===== config.mk =====
export PLATFORM = sky130hd
export DESIGN_NAME = id_branch_resolve
export DESIGN_NICKNAME = d
export VERILOG_FILES = /design/src/rtl/mips_pkg.sv /design/src/rtl/id_branch_resolve_stall_ctr.sv /design/src/rtl/id_branch_resolve.sv
export SDC_FILE = /design/constraint.sdc
export NUM_CORES = 1
export LEC_CHECK = 0
export BUFFER_PORTS_ARGS = -buffer_cell sky130_fd_sc_hd__buf_4
export CORE_AREA = 2 2 93 95
export CTS_CLUSTER_SIZE = 30
export DETAILED_ROUTE_END_ITERATION = 10
export DIE_AREA = 0 0 95 97
export GPL_TIMING_DRIVEN = 0
export PLACE_DENSITY = 0.82
export SYNTH_ARGS = -nofsm -noshare
export SYNTH_HDL_FRONTEND = slang
export SYNTH_SLANG_ARGS = --single-unit
export TNS_END_PERCENT = 20

===== constraint.sdc =====
create_clock -name clk -period 5.62 [get_ports clk]
set_clock_uncertainty 0.1 [all_clocks]
set_input_delay 1.686 -clock clk [delete_from_list [all_inputs] [get_ports clk]]
set_output_delay 1.686 -clock clk [all_outputs]
set_load 0.02 [all_outputs]

===== src/rtl/mips_pkg.sv =====
// Shared definitions for the ID-stage branch logic.
//   FWD_*    : comparator-source select encodings produced by the forwarding unit
//   REG_ZERO : architectural $zero, never a hazard source
//   DEF_DATA_W : default datapath width
//   ctr_state_e : stall counter state (IDLE when cnt==0, HOLD otherwise)
package mips_pkg;

  localparam int DEF_DATA_W = 32;

  localparam logic [1:0] FWD_REG     = 2'b00;
  localparam logic [1:0] FWD_EXMEM   = 2'b10;
  localparam logic [1:0] FWD_MEMWB   = 2'b01;
  localparam logic [1:0] FWD_REG_ALT = 2'b11;

  localparam logic [4:0] REG_ZERO = 5'd0;

  typedef enum logic {
    ST_IDLE = 1'b0,
    ST_HOLD = 1'b1
  } ctr_state_e;

endpackage


===== src/rtl/id_branch_resolve_stall_ctr.sv =====
// branch_stall_ctr: down-counter that stretches load-use stalls on branches.
// Ports:
//   clk, rst_n : clock, asynchronous active-low reset (clears the count)
//   need1      : hazard needing one bubble (no counter load)
//   need2      : hazard needing two bubbles (loads count of 1)
//   stall      : combinational stall request
module branch_stall_ctr
  import mips_pkg::*;
#(
  parameter int CNT_W = 2
) (
  input  logic clk,
  input  logic rst_n,
  input  logic need1,
  input  logic need2,
  output logic stall
);

  logic [CNT_W-1:0] r_cnt;
  ctr_state_e       w_state;

  assign w_state = (r_cnt == '0) ? ST_IDLE : ST_HOLD;

  // In HOLD the hazard inputs are ignored; in IDLE they are looked at fresh,
  // so a residual need1 after a count expires adds one more cycle.
  assign stall = (w_state == ST_HOLD) | need1 | need2;

  always_ff @(posedge clk or negedge rst_n) begin
    if (!rst_n) begin
      r_cnt <= '0;
    end else begin
      case (w_state)
        ST_HOLD: r_cnt <= r_cnt - CNT_W'(1);
        default: r_cnt <= need2 ? CNT_W'(1) : '0;
      endcase
    end
  end

endmodule


===== src/rtl/id_branch_resolve.sv =====
// id_branch_resolve: ID-stage branch resolution (beq/bne).
// Selects comparator operands from the forwarding selects, compares, computes
// the target, and drives PC redirect / IF-ID flush. Owns the stall counter for
// hazards that forwarding cannot cover.
// Optional macro BRANCH_STATS_EN adds saturating counters stat_resolved,
// stat_taken and stat_stall.
// Ports:
//   clk, rst_n                     : clock, async active-low reset
//   ID_isbeq, ID_isbne             : branch decode (both set => beq)
//   IF_ID_rs, IF_ID_rt             : source registers
//   rs_data, rt_data               : register-file read data
//   r1ctrl, r2ctrl                 : operand selects (00/11 reg, 10 EX/MEM, 01 MEM/WB)
//   EX_MEM_ALUres, MEM_WB_MEMres   : forwarded values
//   ID_EX_*, EX_MEM_*              : downstream destination/control for hazard detect
//   IF_ID_pcplus4, IF_ID_imm       : target computation inputs
//   stall, pc_src, branch_target, if_id_flush : outputs
module id_branch_resolve
  import mips_pkg::*;
#(
  parameter int DATA_W = DEF_DATA_W,
  parameter int CNT_W  = 2
) (
  input  logic              clk,
  input  logic              rst_n,
  input  logic              ID_isbeq,
  input  logic              ID_isbne,
  input  logic [4:0]        IF_ID_rs,
  input  logic [4:0]        IF_ID_rt,
  input  logic [DATA_W-1:0] rs_data,
  input  logic [DATA_W-1:0] rt_data,
  input  logic [1:0]        r1ctrl,
  input  logic [1:0]        r2ctrl,
  input  logic [DATA_W-1:0] EX_MEM_ALUres,
  input  logic [DATA_W-1:0] MEM_WB_MEMres,
  input  logic [4:0]        ID_EX_regres,
  input  logic              ID_EX_RegWrite,
  input  logic              ID_EX_MEMRead,
  input  logic [4:0]        EX_MEM_regres,
  input  logic              EX_MEM_RegWrite,
  input  logic              EX_MEM_MEMRead,
  input  logic [DATA_W-1:0] IF_ID_pcplus4,
  input  logic [15:0]       IF_ID_imm,
`ifdef BRANCH_STATS_EN
  output logic [DATA_W-1:0] stat_resolved,
  output logic [DATA_W-1:0] stat_taken,
  output logic [DATA_W-1:0] stat_stall,
`endif
  output logic              stall,
  output logic              pc_src,
  output logic [DATA_W-1:0] branch_target,
  output logic              if_id_flush
);

  function automatic logic dest_match(input logic [4:0] dest,
                                      input logic [4:0] rs,
                                      input logic [4:0] rt);
    return (dest != REG_ZERO) && ((dest == rs) || (dest == rt));
  endfunction

  function automatic logic [DATA_W-1:0] sel_operand(input logic [1:0]        ctrl,
                                                    input logic [DATA_W-1:0] reg_v,
                                                    input logic [DATA_W-1:0] exmem_v,
                                                    input logic [DATA_W-1:0] memwb_v);
    case (ctrl)
      FWD_EXMEM: return exmem_v;
      FWD_MEMWB: return memwb_v;
      default:   return reg_v;   // FWD_REG and FWD_REG_ALT
    endcase
  endfunction

  logic              w_br;
  logic              w_need1;
  logic              w_need2;
  logic              w_stall;
  logic [DATA_W-1:0] w_opa;
  logic [DATA_W-1:0] w_opb;
  logic              w_eq;
  logic              w_taken;
  logic signed [DATA_W-1:0] w_offset;

  assign w_br = ID_isbeq | ID_isbne;

  // Load in EX: its data is two cycles away from being forwardable to ID.
  assign w_need2 = w_br & ID_EX_RegWrite & ID_EX_MEMRead
                 & dest_match(ID_EX_regres, IF_ID_rs, IF_ID_rt);

  // ALU op in EX, or load in MEM: one bubble makes it forwardable.
  assign w_need1 = w_br & (
      (ID_EX_RegWrite & ~ID_EX_MEMRead & dest_match(ID_EX_regres, IF_ID_rs, IF_ID_rt))
    | (EX_MEM_RegWrite & EX_MEM_MEMRead & dest_match(EX_MEM_regres, IF_ID_rs, IF_ID_rt)));

  branch_stall_ctr #(
    .CNT_W (CNT_W)
  ) u_stall_ctr (
    .clk   (clk),
    .rst_n (rst_n),
    .need1 (w_need1),
    .need2 (w_need2),
    .stall (w_stall)
  );

  assign w_opa = sel_operand(r1ctrl, rs_data, EX_MEM_ALUres, MEM_WB_MEMres);
  assign w_opb = sel_operand(r2ctrl, rt_data, EX_MEM_ALUres, MEM_WB_MEMres);
  assign w_eq  = (w_opa == w_opb);

  // beq takes precedence when both decode bits are set.
  assign w_taken = w_br & ~w_stall & (ID_isbeq ? w_eq : ~w_eq);

  assign w_offset = DATA_W'({{(DATA_W-18){IF_ID_imm[15]}}, IF_ID_imm, 2'b00});

  assign stall         = w_stall;
  assign pc_src        = w_taken;
  assign if_id_flush   = w_taken;
  assign branch_target = IF_ID_pcplus4 + w_offset;

`ifdef BRANCH_STATS_EN
  function automatic logic [DATA_W-1:0] sat_inc(input logic [DATA_W-1:0] v);
    return (&v) ? v : v + DATA_W'(1);
  endfunction

  logic [DATA_W-1:0] r_stat_resolved;
  logic [DATA_W-1:0] r_stat_taken;
  logic [DATA_W-1:0] r_stat_stall;

  always_ff @(posedge clk or negedge rst_n) begin
    if (!rst_n) begin
      r_stat_resolved <= '0;
      r_stat_taken    <= '0;
      r_stat_stall    <= '0;
    end else begin
      if (w_br & ~w_stall) r_stat_resolved <= sat_inc(r_stat_resolved);
      if (w_taken)         r_stat_taken    <= sat_inc(r_stat_taken);
      if (w_stall)         r_stat_stall    <= sat_inc(r_stat_stall);
    end
  end

  assign stat_resolved = r_stat_resolved;
  assign stat_taken    = r_stat_taken;
  assign stat_stall    = r_stat_stall;
`endif

endmodule

Yosys cells after proc, flatten, opt, wreduce, memory -nomap -nowiden
Index checks and enable logic that the tools add are counted.
{"block": "totals", "regBits": 2, "inputBits": 208, "output_inout_bits": 35, "elab_cells": 42}
{"block": "classes", "n_addsub": 2, "eq_ne": 9, "mux": 6, "n_bitwise": 17, "reduce_logical": 7}
{"op": "$pmux W32 S2", "n": 2}
{"op": "$add A32 B32 Y32", "n": 1}
{"op": "$eq A32 B32 Y1", "n": 1}
{"op": "$eq A5 B5 Y1", "n": 4}
{"op": "$and A1 B1 Y1", "n": 10}
{"op": "$reduce_bool A5 Y1", "n": 2}
{"op": "$eq A2 B1 Y1 const B", "n": 2}
{"op": "$eq A2 B2 Y1 const B", "n": 2}
{"op": "$or A1 B1 Y1", "n": 4}
{"op": "$mux W1", "n": 3}
{"op": "$not A1 Y1", "n": 3}
{"op": "$logic_and A1 B1 Y1", "n": 2}
{"op": "$logic_not A2 Y1", "n": 1}
{"op": "$logic_or A1 B1 Y1", "n": 2}
{"op": "$mux W2", "n": 1}
{"op": "$sub A2 B1 Y2 const B", "n": 1}

Logic depth before layout (Yosys ltp)
{"block": "depth", "depth_word": 11, "depth_mapped": 12, "ltp_nobuf": 9}

Cells and area by module
Synthesis repeated with hierarchy kept, for this count alone.
{"block": "hier_totals", "cells_unflattened": 503, "area_unflattened_um2": 3360.7}
{"module": "id_branch_resolve", "n_inst": 1, "cells_per_inst": 498, "area_each_um2": 3286.9, "seq_area_each_um2": 0.0}
{"module": "branch_stall_ctr", "n_inst": 1, "cells_per_inst": 5, "area_each_um2": 73.8, "seq_area_each_um2": 50.0}

Worst setup path after synthesis
Ideal clock, no wire load.
{"block": "synth_timing", "kind": "input port to output port", "from": "input r1ctrl[0]", "to": "output pc_src", "arrival_ps": 3948, "t_required_ps": 3834, "setup_slack_ps": -114, "stages": 12, "path_buffers": 3, "cell_sequence": "inv_1 -> ha_1 -> buf_2 -> buf_2 -> nand2_1 -> o21ai_0 -> xor2_1 -> nor4_1 -> nand4_1 -> or3_1 -> a21oi_1 -> buf_4"}
{"block": "synth_between", "elab_chain_len": 6, "word_cells_on_any_way": 7, "cone_classes": "eq/ne (3); mux (2); bitwise (2)"}
{"item": "from (decl)", "line": "id_branch_resolve.sv:31", "rtl": "input logic [1:0] r1ctrl,"}
{"item": "$eq A2 B1 Y1 or $eq A2 B2 Y1 (tied branches)", "line": "id_branch_resolve.sv:64", "rtl": "case (ctrl)"}
{"item": "$pmux W32 S2 (*)", "line": "id_branch_resolve.sv:64"}
{"item": "$eq A32 B32 Y1 (*)", "line": "id_branch_resolve.sv:104", "rtl": "assign w_eq = (w_opa == w_opb);"}
{"item": "$not A1 Y1", "line": "id_branch_resolve.sv:107", "rtl": "assign w_taken = w_br & ~w_stall & (ID_isbeq ? w_eq : ~w_eq);"}
{"item": "$mux W1 (*)", "line": "id_branch_resolve.sv:107"}
{"item": "$and A1 B1 Y1 (*)", "line": "id_branch_resolve.sv:107"}
{"item": "to (decl)", "line": "id_branch_resolve.sv:49", "rtl": "output logic pc_src,"}
Mark *: on every way between the ends. The rest lies on a longest branch, timed or not.

Final worst setup path
{"block": "layout_timing", "from": "input r2ctrl[1]", "to": "output pc_src"}
{"block": "layout_between", "elab_chain_len": 6, "word_cells_on_any_way": 7, "cone_classes": "eq/ne (3); mux (2); bitwise (2)"}
{"item": "from (decl)", "line": "id_branch_resolve.sv:32", "rtl": "input logic [1:0] r2ctrl,"}
{"item": "$eq A2 B1 Y1 or $eq A2 B2 Y1 (tied branches)", "line": "id_branch_resolve.sv:64"}
{"item": "$pmux W32 S2 (*)", "line": "id_branch_resolve.sv:64"}
{"item": "$eq A32 B32 Y1 (*)", "line": "id_branch_resolve.sv:104"}
{"item": "$not A1 Y1", "line": "id_branch_resolve.sv:107"}
{"item": "$mux W1 (*)", "line": "id_branch_resolve.sv:107"}
{"item": "$and A1 B1 Y1 (*)", "line": "id_branch_resolve.sv:107"}
Marks and branches as above.

==> out/results.ini <==
[floorplanning]
rows=33
core_mm2=0.00813
dieHeight_um=97
initial_core_util=0.427
die_x_um=95
io_pins=243
die-area_mm2=0.00922

[clock_network]
htreeDepth=1
hold_buffers=0
cts_inserted_buffers=3
insertion_delay_ns=0.22
cts_root_buf=clkbuf_8
path_clk_slew_ns=0.03
cts_tree=built
clk_path_buf_depth=2
clock-sinks=2

[drt]
drt_iter0_drc=388
routed_via_density=6.10
drc_errors=0
wirelength_um=16800
ant_nets=0
drtPass1Iterations=5
wl_per_cell_um=18.8
vias=5437

[synth]
ys_ff_latch=2
synth.cell_area_mm2=0.00347
seq_area_frac_synth=0.0144
async_flop_share=1.00
synthCells=523
synth-edff-count=0
syn_avg_cell_area_um2=6.64
synth_fp_nets=765
synthFlopType=dfrtp_1
yosys_warnings=0
yosys.cell_types.count=45

[placed_design]
dp.final_hpwl_um=12300
post-place-ws_ns=-0.474
place.gp.congestion=0.947
portBuffers=240
place_area_mm2=0.00541

[status]
outcome=finished with violations
violations=negative setup slack

[final_layout]
layout-drive-gt1-share=0.428
reg_top3=u_stall_ctr.r_cnt: 2 flops
nFillCells=591
antenna_cells=0
nNetsFinal=1031
largest_register_ffs=2
fin_area_mm2=0.00613
syn_to_final_growth_pct=76.7
top_register=u_stall_ctr.r_cnt

[global_route]
grt_use_total=0.332
grt_pass1_vias=5283
grt_max_degree=16
gr-total-overflow=0
grt_pass1_wl_um=25000
grt_antenna_before_repair=0

[timing]
finalHoldViolCount=0
setup_ws_ns=-0.249
timing.fmax_mhz=170
timing.final.crit_period_ns=5.87
rsz0062_at_grt=true
tightest_slew_ns=0.400
setup_viol=4
finalCritPeriodShare=1.04
relSlewSlack=0.731
slew_viol_final=0

[power]
p_per_area_mw_per_mm2=138
p_leak_nw=2.94
peakVddDrop_mv=0.0757

[worst_setup_path]
path_max_fanout=10
endpoint_kind=primary output
crit_arrival_ns=4.08
critPathLaunchType=primary input
required_ns=3.83
crit_type=primary input to primary output

[run]
drv_cap=0

[hold_path]
hp-class=flop to flop

==> Yosys cell counts (2+ instances only) <==
master    count  area [µm²]
xor2_1       55         482
nand2_1      78         293
buf_2        22         110
o21bai_1      2        15.0
o21ai_1      35         175
nand4_1       7        43.8
clkbuf_1      4        15.0
xnor2_1      25         219
a21oi_1      28         140
buf_6         2        22.5
a41o_1        2        20.0
nor2_1       15        56.3
and2_1        2        12.5
inv_1         8        30.0
nand3_1      10        50.1
dfrtp_1       2        50.1
nand2b_1      2        12.5
a22oi_1      63         473
o21ai_0      47         235
a211oi_1      7        52.6
o31ai_1       3        22.5
a21o_1       17         128
a31oi_1       5        31.3
nor2b_1       4        25.0
buf_4         4        30.0
or4_1         2        15.0
ha_1         33         413
o211ai_1      2        15.0
or3_1         2        12.5
nor3_1        9        45.0
nor4_1        9        56.3
o21a_1        4        30.0
==> area by class of cell <==
type | count | area (µm²) | area share
Buffer | 32 | 363 | 0.0592
Clock buffer | 3 | 41.3 | 0.00673
Inverter | 8 | 35.0 | 0.00571
Multi-Input combinational cell | 481 | 3410 | 0.555
Sequential cell | 2 | 50.0 | 0.00816
Tap cell | 105 | 131 | 0.0214
Timing Repair Buffer | 261 | 2110 | 0.344
==> routing by layer <==
metal	GRT usage	vias to the layer above	share of wire
met4	0.172	0	0.058
met1	0.379	2437	0.36
met5	0	-	0
met3	0.0491	101	0.094
met2	0.585	410	0.49
li1	-	2489	-
==> placed cells by master (no fill, tap or decap), drive strengths merged, types with 2 or more instances in the layout <==
master,synthesis,routed
o21a,4,4
inv,8,8
o211ai,2,2
nor2,15,15
a22oi,64,64
or3,2,2
a211oi,7,7
nor3,9,9
and2,2,2
o21bai,2,2
buf,28,288
nand2,78,78
a21oi,28,28
xnor2,25,25
o31ai,3,3
xor2,55,55
nor4,9,9
nand4,7,7
a31oi,5,5
a41o,2,2
ha,33,33
nand3,10,10
clkbuf,4,8
nor2b,4,4
dfrtp,2,2
a21o,17,17
o21ai,82,82
or4,2,2
nand2b,2,2
==> final timing paths <==
| check | startpoint | end | slack (ns) | depth (start not counted) |
|---|---|---|---|---|
| max | r2ctrl[1] | pc_src | -0.25 | 13 |
| min in group asynchronous | rst_n | u_stall_ctr.r_cnt[0]$_DFF_PN0_ | 1.14 | 1 |
| min | u_stall_ctr.r_cnt[0]$_DFF_PN0_ | u_stall_ctr.r_cnt[0]$_DFF_PN0_ | 0.35 | 1 |
| min reg2reg | u_stall_ctr.r_cnt[0]$_DFF_PN0_ | u_stall_ctr.r_cnt[0]$_DFF_PN0_ | 0.35 | 1 |
| max reg2reg | u_stall_ctr.r_cnt[1]$_DFF_PN0_ | u_stall_ctr.r_cnt[0]$_DFF_PN0_ | 4.86 | 2 |
| max in group asynchronous | rst_n | u_stall_ctr.r_cnt[1]$_DFF_PN0_ | 4.19 | 1 |
==> what timing repair did <==
item	in CTS	in global routing
pin swaps	20	7
buffers inserted	13	0
gates resized for setup	118	20
setup endpoints to repair	12	14
gates cloned	8	0
==> cells by family (layout without fill, tap and decap cells) <==
kind of cell / count (synthesis) / in the layout / synth area share
DFF: 2 / 2 / 0.0144
and+or+nand+nor: 143 / 143 / 0.185
adders and majority gates: 34 / 34 / 0.125
AOI/OAI and AO/OA: 224 / 224 / 0.414
buffers and inverters: 40 / 304 / 0.0598
xor gates and xnor gates: 80 / 80 / 0.202
==> critical path: stages <==
cell	delay [ns]
buf_6	0.08
inv_1	0.04
ha_2	0.22
buf_6	0.16
a22oi_1	0.23
o21ai_1	0.14
xor2_1	0.19
nor4_2	0.30
nand4_1	0.21
or3_1	0.42
a21oi_2	0.16
buf_4	0.13
buf_6	0.10
==> report_power, final <==
part           leakage (nW)  switching, W  internal [W]
clock                0.0216     0.0000138     0.0000455
sequential           0.0279  0.0000000740     0.0000146
combinational          2.89      0.000394      0.000380
==> per-stage QoR <==
stage / TNS, ns / hold WS (ns) / instances / power [W] / util
2_1_floorplan: 0 / 0.317 / 523 / 0.000388 / -
3_3_place_gp: -1.32 / 0.328 / 868 / 0.000652 / 0.665
3_5_place_dp: -1.80 / 0.345 / 868 / 0.000662 / 0.665
4_1_cts: -0.148 / 0.348 / 892 / 0.000814 / 0.747
5_1_grt: -1.24 / 0.368 / 892 / 0.000899 / 0.754
6_report: -0.513 / 0.348 / 892 / 0.000849 / 0.754
Power figures use the tool's default switching activity.
